**config.mk**
```make
export PLATFORM = sky130hd
export DESIGN_NAME = lifo_stack
export DESIGN_NICKNAME = d
export VERILOG_FILES = /design/src/rtl/lifo_stack.sv
export SDC_FILE = /design/constraint.sdc
export NUM_CORES = 1
export LEC_CHECK = 0
export ABC_AREA = 0
export CORE_MARGIN = 2
export CORE_UTILIZATION = 57
export DETAILED_ROUTE_END_ITERATION = 16
export PLACE_DENSITY = 0.79
export SLEW_MARGIN = 0
export SYNTH_ARGS = -nofsm -noshare
export SYNTH_HDL_FRONTEND = slang
export SYNTH_SLANG_ARGS = --single-unit
```
**constraint.sdc**
```tcl
create_clock -name clk_i -period 3 [get_ports clk_i]
set_input_delay 0.75 -clock clk_i [delete_from_list [all_inputs] [get_ports clk_i]]
set_output_delay 0.75 -clock clk_i [all_outputs]
set_load 0.005 [all_outputs]
```
**src/rtl/lifo_stack.sv**
```systemverilog
// lifo_stack: parametrised LIFO with registered pop data, replace-top/bypass on
// simultaneous push+pop, occupancy count, almost-full, sticky error flags, sync clear.
// Ports: clk_i, reset_ni (async active-low), clear_i, push_i/din_i, pop_i,
// dout_o/dout_valid_o (one cycle after an accepted pop), count_o, empty_o, full_o,
// almost_full_o, overflow_o, underflow_o.
// Optional macro LIFO_STACK_PEEK_EN adds peek_o/peek_valid_o (top entry, no pop).
module lifo_stack #(
    parameter int DEPTH     = 8,
    parameter int WIDTH     = 8,
    parameter int AF_THRESH = DEPTH - 1
) (
    input  logic                     clk_i,
    input  logic                     reset_ni,
    input  logic                     clear_i,
    input  logic                     push_i,
    input  logic [WIDTH-1:0]         din_i,
    input  logic                     pop_i,
    output logic [WIDTH-1:0]         dout_o,
    output logic                     dout_valid_o,
    output logic [$clog2(DEPTH):0]   count_o,
    output logic                     empty_o,
    output logic                     full_o,
    output logic                     almost_full_o,
    output logic                     overflow_o,
`ifdef LIFO_STACK_PEEK_EN
    output logic                     underflow_o,
    output logic [WIDTH-1:0]         peek_o,
    output logic                     peek_valid_o
`else
    output logic                     underflow_o
`endif
);
    localparam int CW = $clog2(DEPTH) + 1;
    localparam int AW = $clog2(DEPTH);

    logic [WIDTH-1:0] mem [DEPTH];
    logic [AW-1:0]    top_idx, wr_idx;
    logic             do_push, do_pop, swap, bypass;

    assign empty_o       = count_o == '0;
    assign full_o        = count_o == CW'(DEPTH);
    assign almost_full_o = count_o >= CW'(AF_THRESH);
    assign top_idx       = AW'(count_o - 1'b1);
    assign wr_idx        = AW'(count_o);
    assign do_push       = push_i & ~pop_i & ~full_o;
    assign do_pop        = pop_i & ~push_i & ~empty_o;
    // push+pop on a non-empty stack replaces the top; on empty it bypasses din_i
    assign swap          = push_i & pop_i & ~empty_o;
    assign bypass        = push_i & pop_i & empty_o;

    always_ff @(posedge clk_i) begin
        if (!clear_i && (do_push || swap))
            mem[swap ? top_idx : wr_idx] <= din_i;
    end

    always_ff @(posedge clk_i or negedge reset_ni) begin
        if (!reset_ni) begin
            count_o      <= '0;
            dout_o       <= '0;
            dout_valid_o <= 1'b0;
            overflow_o   <= 1'b0;
            underflow_o  <= 1'b0;
        end else if (clear_i) begin
            count_o      <= '0;
            dout_valid_o <= 1'b0;
            overflow_o   <= 1'b0;
            underflow_o  <= 1'b0;
        end else begin
            count_o      <= do_push ? count_o + 1'b1 : do_pop ? count_o - 1'b1 : count_o;
            dout_o       <= (do_pop || swap) ? mem[top_idx] : bypass ? din_i : dout_o;
            dout_valid_o <= do_pop | swap | bypass;
            overflow_o   <= overflow_o | (push_i & ~pop_i & full_o);
            underflow_o  <= underflow_o | (pop_i & ~push_i & empty_o);
        end
    end

`ifdef LIFO_STACK_PEEK_EN
    assign peek_o       = empty_o ? '0 : mem[top_idx];
    assign peek_valid_o = ~empty_o;
`endif
endmodule

```
==> key figures <==
Placed design
  – Input/output buffers: 30
  – Hpwl dp: 4690 um
  – Placed Cells: 326
  – Placer Congestion: 0.851

Synthesis
  – Seq cells post-synth: 79
  – Number of flops mapped to enable cells by yosys: 64
  – Synth warnings: 0
  – Syn nets: 239
  – Mapped Cells: 224
  – Largest family of logic cells by synthesized area: multiplexers
  – Post-synthesis adder-cell area fraction: 0.707%
  – Post-synthesis sequential area ratio: 64.9%
  – Post-synthesis xor/xnor area fraction: 0.495%
  – Mapped Avg Cell Area: 15.8 um2
  – Post-synthesis mux area share: 15.7%
  – Top_reg_cell synth: edfxtp_1
  – Post-synth cell types: 39
  – Post-synthesis compound-gate area fraction: 5.45%
  – Synthesized area: 3540 um2
  – Simple-gate share of the synthesized area: 8.03%
  – Asr flop ratio synth: 19.0%

GRT
  – Vias in the first global route: 1968
  – All-Layer GR Usage: 21.7%
  – Initial antenna violation count: 0
  – GRT overflow: 0
  – Global-route wire length before repair: 10500 um
  – Largest net degree at the start of global routing: 19

CTS
  – Hold-fix buffer count after cts: 0
  – Htree depth: 3
  – CTS sink count: 79
  – CTS tree: done
  – Max Root-Sink Buffers: 2
  – # resized after CTS: 0
  – Worst skew pair latency: 340 ps
  – CTS Root Cell: clkbuf_8
  – Post-CTS Setup Bufs: 0
  – Register clock-pin slew on the reported worst setup and hold paths: 80 ps
  – CTS buffer count: 9

STA
  – Fin. Hold Viols: 0
  – Final setup TNS: 0 ps
  – Least-Margin Pin Slew: 737 ps
  – Fmax: 0.348 GHz
  – Hold Slack: 494 ps
  – Crit share post-route: 95.9%
  – Final slew viol count: 0
  – Worst Skew: 9.24 ps
  – Rel. slew slack: 50.7%
  – # setup viols final: 0
  – RSZ-0062 raised after global routing: no
  – Final min period: 2880 ps

Hold path
  – Hold Path Cell Cnt: 2
  – Hold crit path type: flip-flop to flip-flop
  – Worst hold endpoint: dout_o[0]
  – HP Start: dout_o[0]

Die
  – DIE WIDTH: 82.8 um
  – I/O pin cnt: 31
  – Die area: 6850 um2
  – Row count: 28
  – Core footprint: 5960 um2
  – Die Y: 82.8 um
  – Effective utilization at floorplan: 59.4%

Setup path
  – Worst r2r path cells: 7
  – Reg2Reg Setup Slack: 460 ps
  – Reg-to-reg startpoint: count_o[0]
  – Crit end category: primary output
  – Critical path class: flip-flop to primary output
  – FF-to-FF End: mem[1][5]
  – Max Fanout on Critical Path: 6
  – WP data arrival: 2130 ps
  – Worst EP required: 2250 ps
  – Worst Setup Start Kind: flip-flop

Cells and area
  – Fraction of layout cells with a size suffix above 1: 14.6%
  – Area grow syn2layout: 16.8%
  – Finished Layout Cells: 342
  – Multi-input gate area: 1080 um2
  – Final #Nets: 277
  – Final antenna diode count: 0
  – FF+latch area: 2300 um2
  – Fill count: 407

Detailed routing
  – DR WL/cell: 19.4 um
  – # DRC: 0
  – Via density: 5.82
  – Initial drt markers: 185
  – Total wire length: 6640 um
  – Via count: 1992
  – Routed Antenna Nets: 0
  – Drt first pass iters: 5

Status
  – Outcome: complete, no violations

Pwr
  – Leakage: 1.54 nW
  – Total power per unit cell area: 764 nW/um2
  – Maximum vdd drop: 0.000432 V

Flow run
  – Maxcap violations: 0
==> power by group <==
group | internal (W) | switching, W | total (W)
registers | 0.00127 | 0.0000426 | 0.00131
logic | 0.000446 | 0.000405 | 0.000851
clock network | 0.000631 | 0.000362 | 0.000993
total | 0.00235 | 0.000810 | 0.00316
==> through the flow <==
stage,worst slack (ps),instance area [um2],total power [W],utilization [%]
finish,123,4130,0.00316,69.4
floorplan,428,3540,0.00195,-
global placement,281,3870,0.00217,65.0
CTS,105,4130,0.00318,69.4
global route,6.59,4130,0.00330,69.4
detailed placement,203,3870,0.00219,65.0
==> logic make-up (layout without fill, tap and decap cells) <==
| family | after synthesis | count (layout) |
|---|---|---|
| AOI/OAI and AO/OA | 26 | 26 |
| and+or+nand+nor | 52 | 52 |
| DFF | 79 | 79 |
| adders and majority gates | 2 | 2 |
| muxes | 43 | 43 |
| xor gates and xnor gates | 2 | 2 |
| buffers and inverters | 20 | 63 |
==> cell usage after synthesis (4+ instances only) <==
cell type   n  area share (%)
edfxtp_1   64              54
mux2i_1    33             9.3
dfrtp_1    15              11
nor2_1     11             1.2
and3_1      9             1.6
a21oi_1     8             1.1
buf_6       7             2.2
nand2_1     7            0.74
inv_1       6            0.64
mux4_1      6             4.5
and2_1      5            0.88
nand3_1     5            0.71
o31ai_2     4             1.4
==> state kept, by name, indices dropped and copies added (netlist names) <==
| name | flops |
|---|---|
| mem | 64 |
| overflow_o | 1 |
| count_o | 4 |
| underflow_o | 1 |
| dout_o | 8 |
| dout_valid_o | 1 |
==> worst max-delay path by stage <==
stage / startpoint / to / slack (ps) / cells past startpoint
floorplan: count_o[0] / mem[2][0] / 430 / 9
global placement: pop_i / mem[1][6] / 280 / 4
detailed placement: push_i / mem[0][3] / 200 / 5
CTS: count_o[0] / empty_o / 100 / 5
global route: count_o[0] / empty_o / 7 / 5
finish: count_o[0] / empty_o / 120 / 5
==> cell usage in the layout (no fill, tap or decap), drive strengths merged, types with 4 or more instances in the layout <==
cell / netlist / routed
edfxtp: 64 / 64
mux2i: 33 / 33
clkdlybuf4s50: 0 / 30
dfrtp: 15 / 15
nor2: 11 / 11
buf: 11 / 11
and3: 9 / 9
clkbuf: 3 / 9
a21oi: 8 / 8
mux4: 8 / 8
and2: 8 / 8
nand2: 7 / 7
o31ai: 7 / 7
inv: 6 / 6
nand3: 5 / 5
bufinv: 0 / 4
==> critical path, stage by stage (launching register included) <==
cell and delay, ps:
dfrtp_1 390, inv_1 90, ha_2 210, or3b_1 450, inv_1 140, clkdlybuf4s50_1 510
==> cell type report <==
cell class,instances,share of cell area [%]
flip-flops and latches,79,55.6
well taps,75,2.27
clock buffers,9,3.00
inverters,6,0.545
multi-input cells,125,26.1
repair buffers,41,9.26
clock inverters,7,3.27
==> routing by layer <==
metal  vias to the layer above  part of all wire (%)  global-route usage (%)
li1                        934                     -                       -
met1                       973                    44                    30.2
met2                        81                    50                    34.2
met3                         4                   5.8                    4.65
met4                         0                  0.53                    7.70
met5                         -                     0                       0
No activity file was read; power rests on OpenSTA's default activity.
==> edit (config.mk and constraints unchanged) <==
Change the parameter `WIDTH` from 8 to 9.
--- a/src/rtl/lifo_stack.sv
+++ b/src/rtl/lifo_stack.sv
@@ -6,7 +6,7 @@
 // Optional macro LIFO_STACK_PEEK_EN adds peek_o/peek_valid_o (top entry, no pop).
 module lifo_stack #(
     parameter int DEPTH     = 8,
-    parameter int WIDTH     = 8,
+    parameter int WIDTH     = 9,
     parameter int AF_THRESH = DEPTH - 1
 ) (
     input  logic                     clk_i,
Interface: changed (resized din_i and dout_o); port bits go from 31 to 33. No check against the original RTL was run, so the function may have changed too.
==> edit against the unedited design <==
The flow now finishes with violations (design-rule violations). Sequential cell count up 9. Die area up 7.6%. Hold slack worse by 20 ps. Area after synthesis up 8.0%. Worst setup slack worse by 6.4 ps. Power down 6.9%. Combinational power down 7.3%. Wire length up 12%. Design area up 7.8%. Critical endpoint unchanged. Largest power group unchanged.
==> edit: results (changes against the unedited design) <==
metric	value	unit	change
met2 layer usage reported by global route	37.4	%	+3.2 points
worst-path maximum fanout	7		+1
pin count of the biggest net entering global routing	20		+1
Synth top cells by count	edfxtp_1 (72), mux2i_1 (36), dfrtp_1 (16), nand2_1 (13), nor2_1 (11)		
Leak	1.61	nW	+4.3%
setup slack after layout	117	ps	-6.45 ps
1st-iter DRT viols	295		+59%
DRC	3		+3
top post-synthesis cells by area	edfxtp_1 (57%), dfrtp_1 (10%), mux2i_1 (9.4%), mux4_2 (5.3%), o31ai_1 (1.4%)		
Post-Syn Nets	265		+11%
port bufs	32		+6.7%
vias in the first global route	2238		+14%
status	complete, but fails checks		
EDFF count, synth	72		+13%
Worst EP arrival	2130	ps	about the same
top flop regs	mem x72, dout_o x9, count_o x4		
post-place setup slack	140	ps	-63.3 ps
layout cell share with drive strength beyond 1	16.1	%	+1.4 points
crit path max-delay cell type	clkdlybuf4s50_1		
GR Util All Layers	22.1	%	+0.36 points
CTS buffer count	9		unchanged
Seq/Total Area, Yosys	67.1	%	+2.2 points
Crit Reg-Reg Startpoint	count_o[1]		
Async SR Flop Fraction	18.2	%	-0.81 points
failing checks	design-rule violations		
dpl hpwl	5.07	mm	+8.0%
beginning of the worst hold path	dout_o[7]		
grt met3 use	4.91	%	+0.25 points
final WL	7.43	mm	+12%
M1 GR Usage	28.6	%	-1.6 points
post-synth cell types	38		-2.6%
worst slew pin tran	876	ps	+139 ps
Layout Nets	310		+12%
clock skew	9.65	ps	+0.410 ps
==> edit: changes by cell type in the layout (fill, tap and decap cells not counted), moves of 2 or more <==
cell	delta
edfxtp_1	+8
and2_1	+2
o31ai_2	-3
nand2b_1	+2
bufinv_16	-4
mux2i_1	+3
mux4_2	+7
o31ai_1	+4
mux4_1	-6
mux2_2	-2
buf_4	+5
clkdlybuf4s50_1	+2
nand2_1	+6
==> edit: layer usage <==
| metal | wire (um) | vias up |
|---|---|---|
| li1 | - | 1038 |
| met1 | 3010 | 1089 |
| met2 | 3820 | 72 |
| met3 | 481 | 11 |
| met4 | 110 | 0 |
| met5 | 0 | - |
==> edit: logic make-up (layout without fill, tap and decap cells) <==
logic type,Yosys count,count (layout),synth area share [%]
AO/OA/AOI/OAI,29,29,5.21
XOR/XNOR,2,2,0.459
adder cells (fa/ha/maj),2,2,0.655
buffers and inverters,20,70,3.08
flip-flops,88,88,67.1
multiplexers,45,45,14.7
AND/OR/NAND/NOR,63,63,8.75
==> edit: path summary, 6_finish.rpt <==
check                             end  cells past startpoint
min                         dout_o[7]                      2
min reg2reg                 dout_o[7]                      2
max reg2reg                 mem[4][2]                      7
min in group asynchronous   dout_o[7]                      1
max in group asynchronous  count_o[1]                      1
max                           empty_o                      5
==> edit: per-stage QoR <==
| stage | cells | cell area (sq um) | hold WS [ps] | power, W | util, % |
|---|---|---|---|---|---|
| final | 376 | 4460 | 474 | 0.00294 | 69.4 |
| after global routing | 376 | 4460 | 510 | 0.00307 | 69.4 |
| after global placement | 360 | 4280 | 455 | 0.00223 | 66.6 |
| after CTS | 376 | 4440 | 480 | 0.00294 | 69.2 |
| after floorplan | 249 | 3820 | 454 | 0.00196 | - |
| after detailed placement | 360 | 4280 | 460 | 0.00224 | 66.6 |
==> edit: what timing repair did <==
action,CTS,global route
resized for setup,0,3
hold buffers,0,0
endpoints found under the setup margin,0,1
==> edit: final cells by class <==
class / count / area, sq um / area share (%)
timing repair buffer: 49 / 460 / 10.3
tap: 77 / 96.3 / 2.16
clock inverter: 6 / 36.3 / 0.814
inverter: 5 / 18.8 / 0.421
clock buffer: 10 / 128 / 2.86
multi-input combinational: 141 / 1150 / 25.9
sequential: 88 / 2560 / 57.5
==> edit: report_power, final <==
| group | internal, W | switching [W] |
|---|---|---|
| sequential | 0.00140 | 0.0000397 |
| clock | 0.000297 | 0.000417 |
| combinational | 0.000428 | 0.000361 |
==> edit: worst reg2reg max path: stages (launching register included) <==
cell     delay [ps]
dfrtp_2         460
inv_1           120
ha_4            180
or3b_4          410
buf_4           170
a31oi_1         210
a31o_2          170
and3_1          450
